**src/rtl/uart_rx_pkg.sv**
```systemverilog
// Shared UART definitions: line levels, data width and receiver state encoding.
// The transmit side uses the same constants so both ends agree on framing.
package uart_rx_pkg;

    localparam logic START_BIT = 1'b0;
    localparam logic STOP_BIT  = 1'b1;
    localparam logic IDLE_BIT  = 1'b1;

    localparam int UART_DATA_W = 8;

    // Synchronizer depth, and how many consecutive idle samples WAIT_IDLE needs
    // before arming: one more than the depth, so reset-valued flops cannot fake an idle line.
    localparam int SYNC_STAGES      = 2;
    localparam int WAIT_IDLE_CYCLES = SYNC_STAGES + 1;

    typedef enum logic [2:0] {
        WAIT_IDLE,
        IDLE,
        START,
        DATA,
        STOP
    } uart_rx_state_t;

    // LSB-first reception: each new bit enters at the MSB and the word shifts right.
    function automatic logic [UART_DATA_W-1:0] shift_in_msb(
        input logic [UART_DATA_W-1:0] cur,
        input logic                   bit_in
    );
        return {bit_in, cur[UART_DATA_W-1:1]};
    endfunction

endpackage

```
**src/rtl/rv_if.sv**
```systemverilog
// Valid/ready streaming channel. TX drives valid/data, RX drives ready.
interface rv_if #(
    parameter int W = 8
);
    logic         valid;
    logic         ready;
    logic [W-1:0] data;

    modport TX (output valid, output data, input ready);
    modport RX (input valid, input data, output ready);
endinterface

```
**src/rtl/sync_2ff.sv**
```systemverilog
// Two-flop synchronizer for asynchronous inputs, one independent chain per bit.
// Both stages take RESET_VAL on reset so the output starts at a known level.
module sync_2ff #(
    parameter int               WIDTH     = 1,
    parameter logic [WIDTH-1:0] RESET_VAL = '1
) (
    input  logic             clk,
    input  logic             rst,
    input  logic [WIDTH-1:0] d,
    output logic [WIDTH-1:0] q
);

    for (genvar gi = 0; gi < WIDTH; gi++) begin : g_bit
        logic meta_reg;
        logic sync_reg;

        always_ff @(posedge clk or posedge rst) begin
            if (rst) begin
                meta_reg <= RESET_VAL[gi];
                sync_reg <= RESET_VAL[gi];
            end else begin
                meta_reg <= d[gi];
                sync_reg <= meta_reg;
            end
        end

        assign q[gi] = sync_reg;
    end

endmodule

```
**src/rtl/uart_rx.sv**
```systemverilog
// 8N1 UART receiver: mid-bit sampling of the synchronized line, bytes returned
// through a one-entry holding register on a valid/ready channel.
module uart_rx
    import uart_rx_pkg::*;
#(
    parameter int CLOCK_FREQ = 125_000_000,
    parameter int BAUD_RATE  = 115_200
) (
    input  logic clk,
    input  logic rst,
    input  logic serial_in,
    rv_if.TX     recv_resp,
    output logic frame_err,
    output logic overrun
);

    localparam int SYMBOL_EDGE_TIME = CLOCK_FREQ / BAUD_RATE;
    localparam int SAMPLE_TIME      = SYMBOL_EDGE_TIME / 2;
    localparam int CNT_W            = $clog2(SYMBOL_EDGE_TIME);

    localparam logic [CNT_W-1:0] SYMBOL_LAST = CNT_W'(SYMBOL_EDGE_TIME - 1);
    localparam logic [CNT_W-1:0] SAMPLE_LAST = CNT_W'(SAMPLE_TIME - 1);
    localparam logic [CNT_W-1:0] WAIT_LAST   = CNT_W'(WAIT_IDLE_CYCLES - 1);
    localparam logic [2:0]       LAST_BIT    = 3'(UART_DATA_W - 1);

    uart_rx_state_t         state_reg;
    logic [CNT_W-1:0]       clk_cnt_reg;
    logic [2:0]             bit_cnt_reg;
    logic [UART_DATA_W-1:0] shift_reg;
    logic [UART_DATA_W-1:0] data_reg;
    logic                   valid_reg;

    logic rx_s;
    logic sample_tick;
    logic stop_ok;
    logic pop;

    sync_2ff #(
        .WIDTH     (1),
        .RESET_VAL (1'b1)
    ) u_sync (
        .clk (clk),
        .rst (rst),
        .d   (serial_in),
        .q   (rx_s)
    );

    assign sample_tick = (clk_cnt_reg == SYMBOL_LAST);
    assign stop_ok     = (state_reg == STOP) && sample_tick && (rx_s == STOP_BIT);
    assign pop         = valid_reg && recv_resp.ready;

    always_ff @(posedge clk or posedge rst) begin
        if (rst) begin
            state_reg   <= WAIT_IDLE;
            clk_cnt_reg <= '0;
            bit_cnt_reg <= '0;
            shift_reg   <= '0;
            frame_err   <= 1'b0;
        end else begin
            frame_err <= 1'b0;
            case (state_reg)
                // Counts consecutive idle samples; any low sample restarts the count.
                WAIT_IDLE: begin
                    if (rx_s == IDLE_BIT) begin
                        if (clk_cnt_reg == WAIT_LAST) begin
                            state_reg   <= IDLE;
                            clk_cnt_reg <= '0;
                        end else begin
                            clk_cnt_reg <= clk_cnt_reg + 1'b1;
                        end
                    end else begin
                        clk_cnt_reg <= '0;
                    end
                end
                IDLE: begin
                    if (rx_s == START_BIT) begin
                        state_reg   <= START;
                        clk_cnt_reg <= '0;
                    end
                end
                // A start bit that has gone high again by mid-bit is treated as noise.
                START: begin
                    if (clk_cnt_reg == SAMPLE_LAST) begin
                        clk_cnt_reg <= '0;
                        if (rx_s == START_BIT) begin
                            state_reg   <= DATA;
                            bit_cnt_reg <= '0;
                        end else begin
                            state_reg <= IDLE;
                        end
                    end else begin
                        clk_cnt_reg <= clk_cnt_reg + 1'b1;
                    end
                end
                DATA: begin
                    if (sample_tick) begin
                        clk_cnt_reg <= '0;
                        shift_reg   <= shift_in_msb(shift_reg, rx_s);
                        bit_cnt_reg <= bit_cnt_reg + 1'b1;
                        if (bit_cnt_reg == LAST_BIT) begin
                            state_reg <= STOP;
                        end
                    end else begin
                        clk_cnt_reg <= clk_cnt_reg + 1'b1;
                    end
                end
                // Leaving at mid-stop-bit leaves half a bit to catch a back-to-back start edge.
                STOP: begin
                    if (sample_tick) begin
                        clk_cnt_reg <= '0;
                        if (rx_s == STOP_BIT) begin
                            state_reg <= IDLE;
                        end else begin
                            frame_err <= 1'b1;
                            state_reg <= WAIT_IDLE;
                        end
                    end else begin
                        clk_cnt_reg <= clk_cnt_reg + 1'b1;
                    end
                end
                default: begin
                    state_reg   <= WAIT_IDLE;
                    clk_cnt_reg <= '0;
                end
            endcase
        end
    end

    // Holding register: a new byte may replace one being popped in the same cycle.
    always_ff @(posedge clk or posedge rst) begin
        if (rst) begin
            valid_reg <= 1'b0;
            data_reg  <= '0;
            overrun   <= 1'b0;
        end else begin
            overrun <= 1'b0;
            if (stop_ok) begin
                if (!valid_reg || pop) begin
                    data_reg  <= shift_reg;
                    valid_reg <= 1'b1;
                end else begin
                    overrun <= 1'b1;
                end
            end else if (pop) begin
                valid_reg <= 1'b0;
            end
        end
    end

    assign recv_resp.valid = valid_reg;
    assign recv_resp.data  = data_reg;

endmodule
```
**src/flat_wrapper.sv**
```systemverilog
// flat-port wrapper written by rule: the top's interface ports become plain ports
module uart_rx_flat import uart_rx_pkg::*;
#(
    parameter int CLOCK_FREQ = 125_000_000,
    parameter int BAUD_RATE  = 115_200
)
  (clk, rst, serial_in, frame_err, overrun, recv_resp_valid, recv_resp_data, recv_resp_ready);
  rv_if recv_resp_i ();
  input  logic clk;
  input  logic rst;
  input  logic serial_in;
  output logic frame_err;
  output logic overrun;
  output wire logic [$bits(recv_resp_i.valid)-1:0] recv_resp_valid;
  output wire logic [$bits(recv_resp_i.data)-1:0] recv_resp_data;
  input wire logic [$bits(recv_resp_i.ready)-1:0] recv_resp_ready;
  assign recv_resp_valid = recv_resp_i.valid;
  assign recv_resp_data = recv_resp_i.data;
  assign recv_resp_i.ready = recv_resp_ready;
  uart_rx #(.CLOCK_FREQ(CLOCK_FREQ), .BAUD_RATE(BAUD_RATE)) u_core (.clk(clk), .rst(rst), .serial_in(serial_in), .recv_resp(recv_resp_i), .frame_err(frame_err), .overrun(overrun));
endmodule
```
**config.mk**
```make
export PLATFORM = sky130hd
export DESIGN_NAME = uart_rx_flat
export DESIGN_NICKNAME = d
export VERILOG_FILES = /design/src/rtl/uart_rx_pkg.sv /design/src/rtl/rv_if.sv /design/src/rtl/sync_2ff.sv /design/src/rtl/uart_rx.sv /design/src/flat_wrapper.sv
export SDC_FILE = /design/constraint.sdc
export NUM_CORES = 1
export LEC_CHECK = 0
export CAP_MARGIN = 20
export CORE_MARGIN = 2
export CORE_UTILIZATION = 45
export CTS_CLUSTER_DIAMETER = 80
export DETAILED_ROUTE_END_ITERATION = 8
export PLACE_DENSITY = 0.72
export SLEW_MARGIN = 20
export SYNTH_ARGS = -nofsm -noshare
export SYNTH_HDL_FRONTEND = slang
export SYNTH_SLANG_ARGS = --single-unit
```
**constraint.sdc**
```tcl
create_clock -name clk -period 5.75 [get_ports clk]
set_input_delay 1.15 -clock clk [delete_from_list [all_inputs] [get_ports clk]]
set_output_delay 1.15 -clock clk [all_outputs]
set_load 0.02 [all_outputs]
```
After elaboration in Yosys (flattened, before gate mapping)
Index checks and enable logic that the tools add are counted.
{ "word_totals": {"register_bits": 38, "latch_bits": 0, "ram_bits": 0, "rom_bits": 0, "out_inout_bits": 11, "n_memories": 0} }
{ "op_classes": {"add_sub_neg": 2, "n_mul": 0, "div": 0, "n_lt_le_gt_ge": 0, "eq_ne": 17, "shifts": 0, "muxes": 28, "n_bitwise": 0, "n_reduce_logical": 14} }
{ "op_table": {"columns": ["cell", "count"], "rows": [
  ["$mux 11", 5],
  ["$pmux 11 s4", 1],
  ["$mux 3", 10],
  ["$pmux 3 s5", 1],
  ["$add 11x1->11 const B", 1],
  ["$eq 11x10->1 const B", 1],
  ["$eq 11x11->1 const B", 1],
  ["$eq 11x2->1 const B", 1],
  ["$ne 2x1->1 const B", 5],
  ["$mux 1", 9],
  ["$ne 2x2->1 const B", 4],
  ["$reduce_and 7->1", 1],
  ["$eq 3x2->1 const B", 2],
  ["$eq 3x3->1 const B", 2],
  ["$pmux 3 s2", 1],
  ["$reduce_and 2->1", 3],
  ["$reduce_and 4->1", 1],
  ["$reduce_bool 2->1", 2],
  ["$add 3x1->3 const B", 1],
  ["$eq 3x1->1 const B", 1],
  ["$logic_and 1x1->1", 3],
  ["$logic_not 3->1", 1],
  ["$mux 2", 1],
  ["$reduce_or 2->1", 1],
  ["other kinds (2)", 2]
]} }

Logic depth before layout (Yosys ltp)
{ "logic_depth": {"depth_word": 5, "ltp_mapped": 8, "depth_no_buf": 7} }

Cells and area by module
From an unflattened synthesis, not the netlist that was laid out.
{ "hier_totals": {"cells_unflattened": 162, "hier_area_um2": 1901.8} }
{ "by_module_without_submodules": {"columns": ["module", "n_inst", "cells_each", "area_each_um2", "seq_area_each_um2"], "rows": [
  ["uart_rx", 1, 159, 1845.5, 900.9],
  ["sync_2ff", 1, 3, 56.3, 52.6]
]} }

Worst setup path after synthesis
No wires, ideal clock.
{ "synth_path": {"path_type": "reg2reg", "start": "register u_core.clk_cnt_reg[6]", "end": "register u_core.clk_cnt_reg[4]", "setup_ns": 0.139, "arrival_ns": 2.189, "required_time_ns": 5.611, "path_slack_ns": 3.422, "stages_incl_launch_ff": 7, "path_buffers": 1, "cell_sequence": "dfrtp_1 or4_4 or4_4 buf_6 a21o_1 nor3_4 o32ai_1"} }
{ "synth_via": {"elab_chain_cells": 4, "elab_cells_between_ends": 8, "cone_classes": "3 x eq/ne; 5 x mux"} }
{ "synth_rtl": {"columns": ["item", "line", "source"], "rows": [
  ["start: declaration", "uart_rx.sv:27", "logic [CNT_W-1:0] clk_cnt_reg;"],
  ["start signal: assignment", "uart_rx.sv:69", "clk_cnt_reg <= clk_cnt_reg + 1'b1;"],
  ["start signal: assignment", "uart_rx.sv:92", "clk_cnt_reg <= clk_cnt_reg + 1'b1;"],
  ["start signal: assignment", "uart_rx.sv:104", "clk_cnt_reg <= clk_cnt_reg + 1'b1;"],
  ["$eq 11x2->1", "uart_rx.sv:65", "if (clk_cnt_reg == WAIT_LAST) begin"],
  ["$mux 11", "uart_rx.sv:65", null],
  ["$mux 11", "uart_rx.sv:64", "if (rx_s == IDLE_BIT) begin"],
  ["$pmux 11 s4 *", "uart_rx.sv:61", "case (state_reg)"]
]} }
Mark *: on every way between the ends. The rest lies on a longest branch, timed or not.
A chain may end at the register's enable or synchronous reset.

Worst setup path in the final report
Ends and elaborated chain as after synthesis.

==> flow_metrics.py <==
metrics = {
    "outcome": {
        "run_status": "finished, final reports clean",
    },
    "global_route": {
        "antenna_found_initial": 0,
        "grt_pass1_wl_um": 6190,
        "grt_max_degree": 39,
        "grt_pass1_vias": 1286,
        "grtUsageTotal": 0.183,
        "grt.overflow.total": 0,
    },
    "clocking": {
        "numCtsBuffers": 5,
        "htree_levels": 2,
        "clock_latency_ps": 290,
        "clk_path_buf_depth": 2,
        "cts-root-buf": "clkbuf_8",
        "cts_hold_buf": 0,
        "cts_resized": 0,
        "postCtsSetupBuffers": 0,
        "clk_pin_slew_ps": 70,
        "cts_tree": "done",
        "clock-sinks": 38,
    },
    "timing": {
        "final-setup-viol-count": 0,
        "period_needed_ps": 2450,
        "worst_slew_pin_slew_ps": 591,
        "hold_viol": 0,
        "finalClockSkew_ps": 5.36,
        "tns_ps": 0,
        "fmax_mhz": 408,
        "slew_headroom": 0.605,
        "holdWs_ps": 360,
        "finalCritPeriodShare": 0.427,
        "slew_viol_final": 0,
        "rsz0062_at_grt": "false",
    },
    "placed_design": {
        "portBuffers": 14,
        "gp_congestion": 0.844,
        "placed_cell_area_um2": 2070,
        "hpwl_um": 2590,
    },
    "logic_synthesis": {
        "synth_flop_cell": "dfrtp_1",
        "syn-cell-area_um2": 1880,
        "synth_cell_types": 48,
        "synthSimpleGateAreaFrac": 0.196,
        "synth_common_cells": "36 x dfrtp_1, 15 x mux2_2, 15 x nand2_1",
        "synth.most_common_cell": "dfrtp_1",
        "async_reset_ff_frac": 1.00,
        "avgSynthCellArea_um2": 11.3,
        "ys_seq_area_frac": 0.507,
        "synth_compound_area_frac": 0.0885,
        "synth_xor_area_frac": 0.0326,
        "synthCells": 166,
        "synthTopCellsByArea": "dfrtp_1 48%, mux2_2 9.0%, ha_1 4.0%",
        "synth_top_family_by_area": "simple AND/OR/NAND/NOR gates",
        "synth-seq-cells": 38,
        "muxShareOfSynthArea": 0.109,
        "yosysTopAreaCell": "dfrtp_1",
        "synthAdderAreaFrac": 0.0399,
        "ys_warn_count": 0,
        "synth-edff-count": 0,
        "postSynthNetCount": 176,
        "netlist.area_leader.share": 0.479,
    },
    "power": {
        "total_power_w": 0.000687,
        "p_sw_w": 0.000203,
        "p_int_w": 0.000484,
        "leakagePower_nw": 0.994,
        "power_density_nw_per_um2": 314,
        "p_comb_frac": 0.209,
        "seqPwrFrac": 0.453,
        "vdd_drop_max_v": 0.000240,
        "clkPwrFrac": 0.338,
        "swShare": 0.295,
    },
    "finish": {
        "fillers": 327,
        "postLayoutCellArea_um2": 2190,
        "multi_input_area_um2": 876,
        "fin_util": 0.546,
        "drive_above_1_share": 0.184,
        "area_delta_synth_final_pct": 16.3,
        "largest_reg_flops": 11,
        "insertedDiodeCount": 0,
        "nets": 194,
        "regArea_um2": 953,
    },
    "floorplanning": {
        "die_x_um": 68.6,
        "die_area_um2": 4710,
        "core_area_um2": 4000,
        "start_util": 0.470,
        "num_rows": 23,
        "io_pins": 15,
        "die_h_um": 68.6,
    },
    "routing": {
        "wirelength_um": 3580,
        "num_vias": 1332,
        "wire_per_inst_um": 15.3,
        "drtPass1Iterations": 5,
        "drt_first_iter_violations": 57,
        "via_per_inst": 5.67,
        "drc": 0,
        "final_antenna_net_count": 0,
    },
    "critical_path": {
        "critical_path_required_ps": 5910,
        "path_max_fanout": 7,
        "slowest_delay_ps": 590,
        "cp-start-kind": "flip-flop",
        "r2r_slack_ps": 3300,
        "crit_arrival_ps": 2610,
        "crit_type": "reg2reg",
        "worstPathCellList": "or4_4 -> or4_4 -> a21o_1 -> nor3_4 -> o32ai_1",
        "end_kind": "flip-flop",
        "crit_top_cell": "or4_4",
        "cpMaxStageDelayCell": "or4_4",
    },
    "job": {
        "drv_cap": 0,
    },
    "min_path": {
        "hold_path_class": "reg2reg",
    },
}
[per-layer routing]
layer  wire (um)  GRT usage  vias to the layer above
li1            -          -                      635
met1        1600      0.244                      668
met2        1790      0.284                       22
met3         131     0.0536                        7
met4          60     0.0675                        0
met5           0          0                        -
[layout make-up]
cell class,count,share of cell area
Clock buffer,7,0.0395
Clock inverter,1,0.0137
Inverter,6,0.0103
Multi-Input combinational cell,117,0.401
Sequential cell,38,0.436
Tap cell,50,0.0286
Timing Repair Buffer,16,0.0710
[path summary, 6_finish.rpt]
kind                                          to                       startpoint  cells after the start
min reg2reg                      u_core.u_sync.q  u_core.u_sync.g_bit[0].meta_reg                      0
max in group asynchronous        u_core.u_sync.q                              rst                      3
min                              u_core.u_sync.q  u_core.u_sync.g_bit[0].meta_reg                      0
max                        u_core.clk_cnt_reg[4]            u_core.clk_cnt_reg[6]                      5
min in group asynchronous    u_core.shift_reg[3]                              rst                      3
max reg2reg                u_core.clk_cnt_reg[4]            u_core.clk_cnt_reg[6]                      5
[critical path, delay by kind of cell, from the launching register on]
kind,cells,cell delay [ps]
AO/OA/AOI/OAI,2,390
AND/OR/NAND/NOR,3,1490
flip-flops,1,440
[kinds of logic (layout without fill, tap and decap cells)]
logic type	after synthesis	after routing
DFF	38	38
and+or+nand+nor	63	63
buffers and inverters	11	30
muxes	18	18
AOI/OAI and AO/OA	23	23
adders and majority gates	6	6
xor gates and xnor gates	7	7
[power groups by stage]
| stage | combinational, W | clock, W | sequential, W |
|---|---|---|---|
| 3_3_place_gp | 0.000138 | 0 | 0.000314 |
| 6_report | 0.000144 | 0.000232 | 0.000311 |
| 2_1_floorplan | 0.000125 | 0 | 0.000299 |
| 3_5_place_dp | 0.000143 | 0 | 0.000316 |
| 4_1_cts | 0.000143 | 0.000241 | 0.000310 |
| 5_1_grt | 0.000161 | 0.000251 | 0.000315 |
[per-stage QoR]
stage / instances / setup slack, ps
after CTS: 235 / 3310
after floorplan: 166 / 3420
after global routing: 235 / 3230
after global placement: 227 / 3150
after detailed placement: 227 / 3080
final: 235 / 3300
[cell usage in the layout, fill, tap and decap left out, drive strengths merged, types with 3 or more instances in the layout]
cell type      count
a21oi              3
and3               3
clkbuf             7
clkdlybuf4s50     14
dfrtp             36
ha                 6
inv                6
mux2              16
nand2             15
nand2b             3
nand3              4
nor2              14
nor4               4
o21ai              5
or3                3
xnor2              4
xor2               3
No activity file was read; power rests on OpenSTA's default activity.
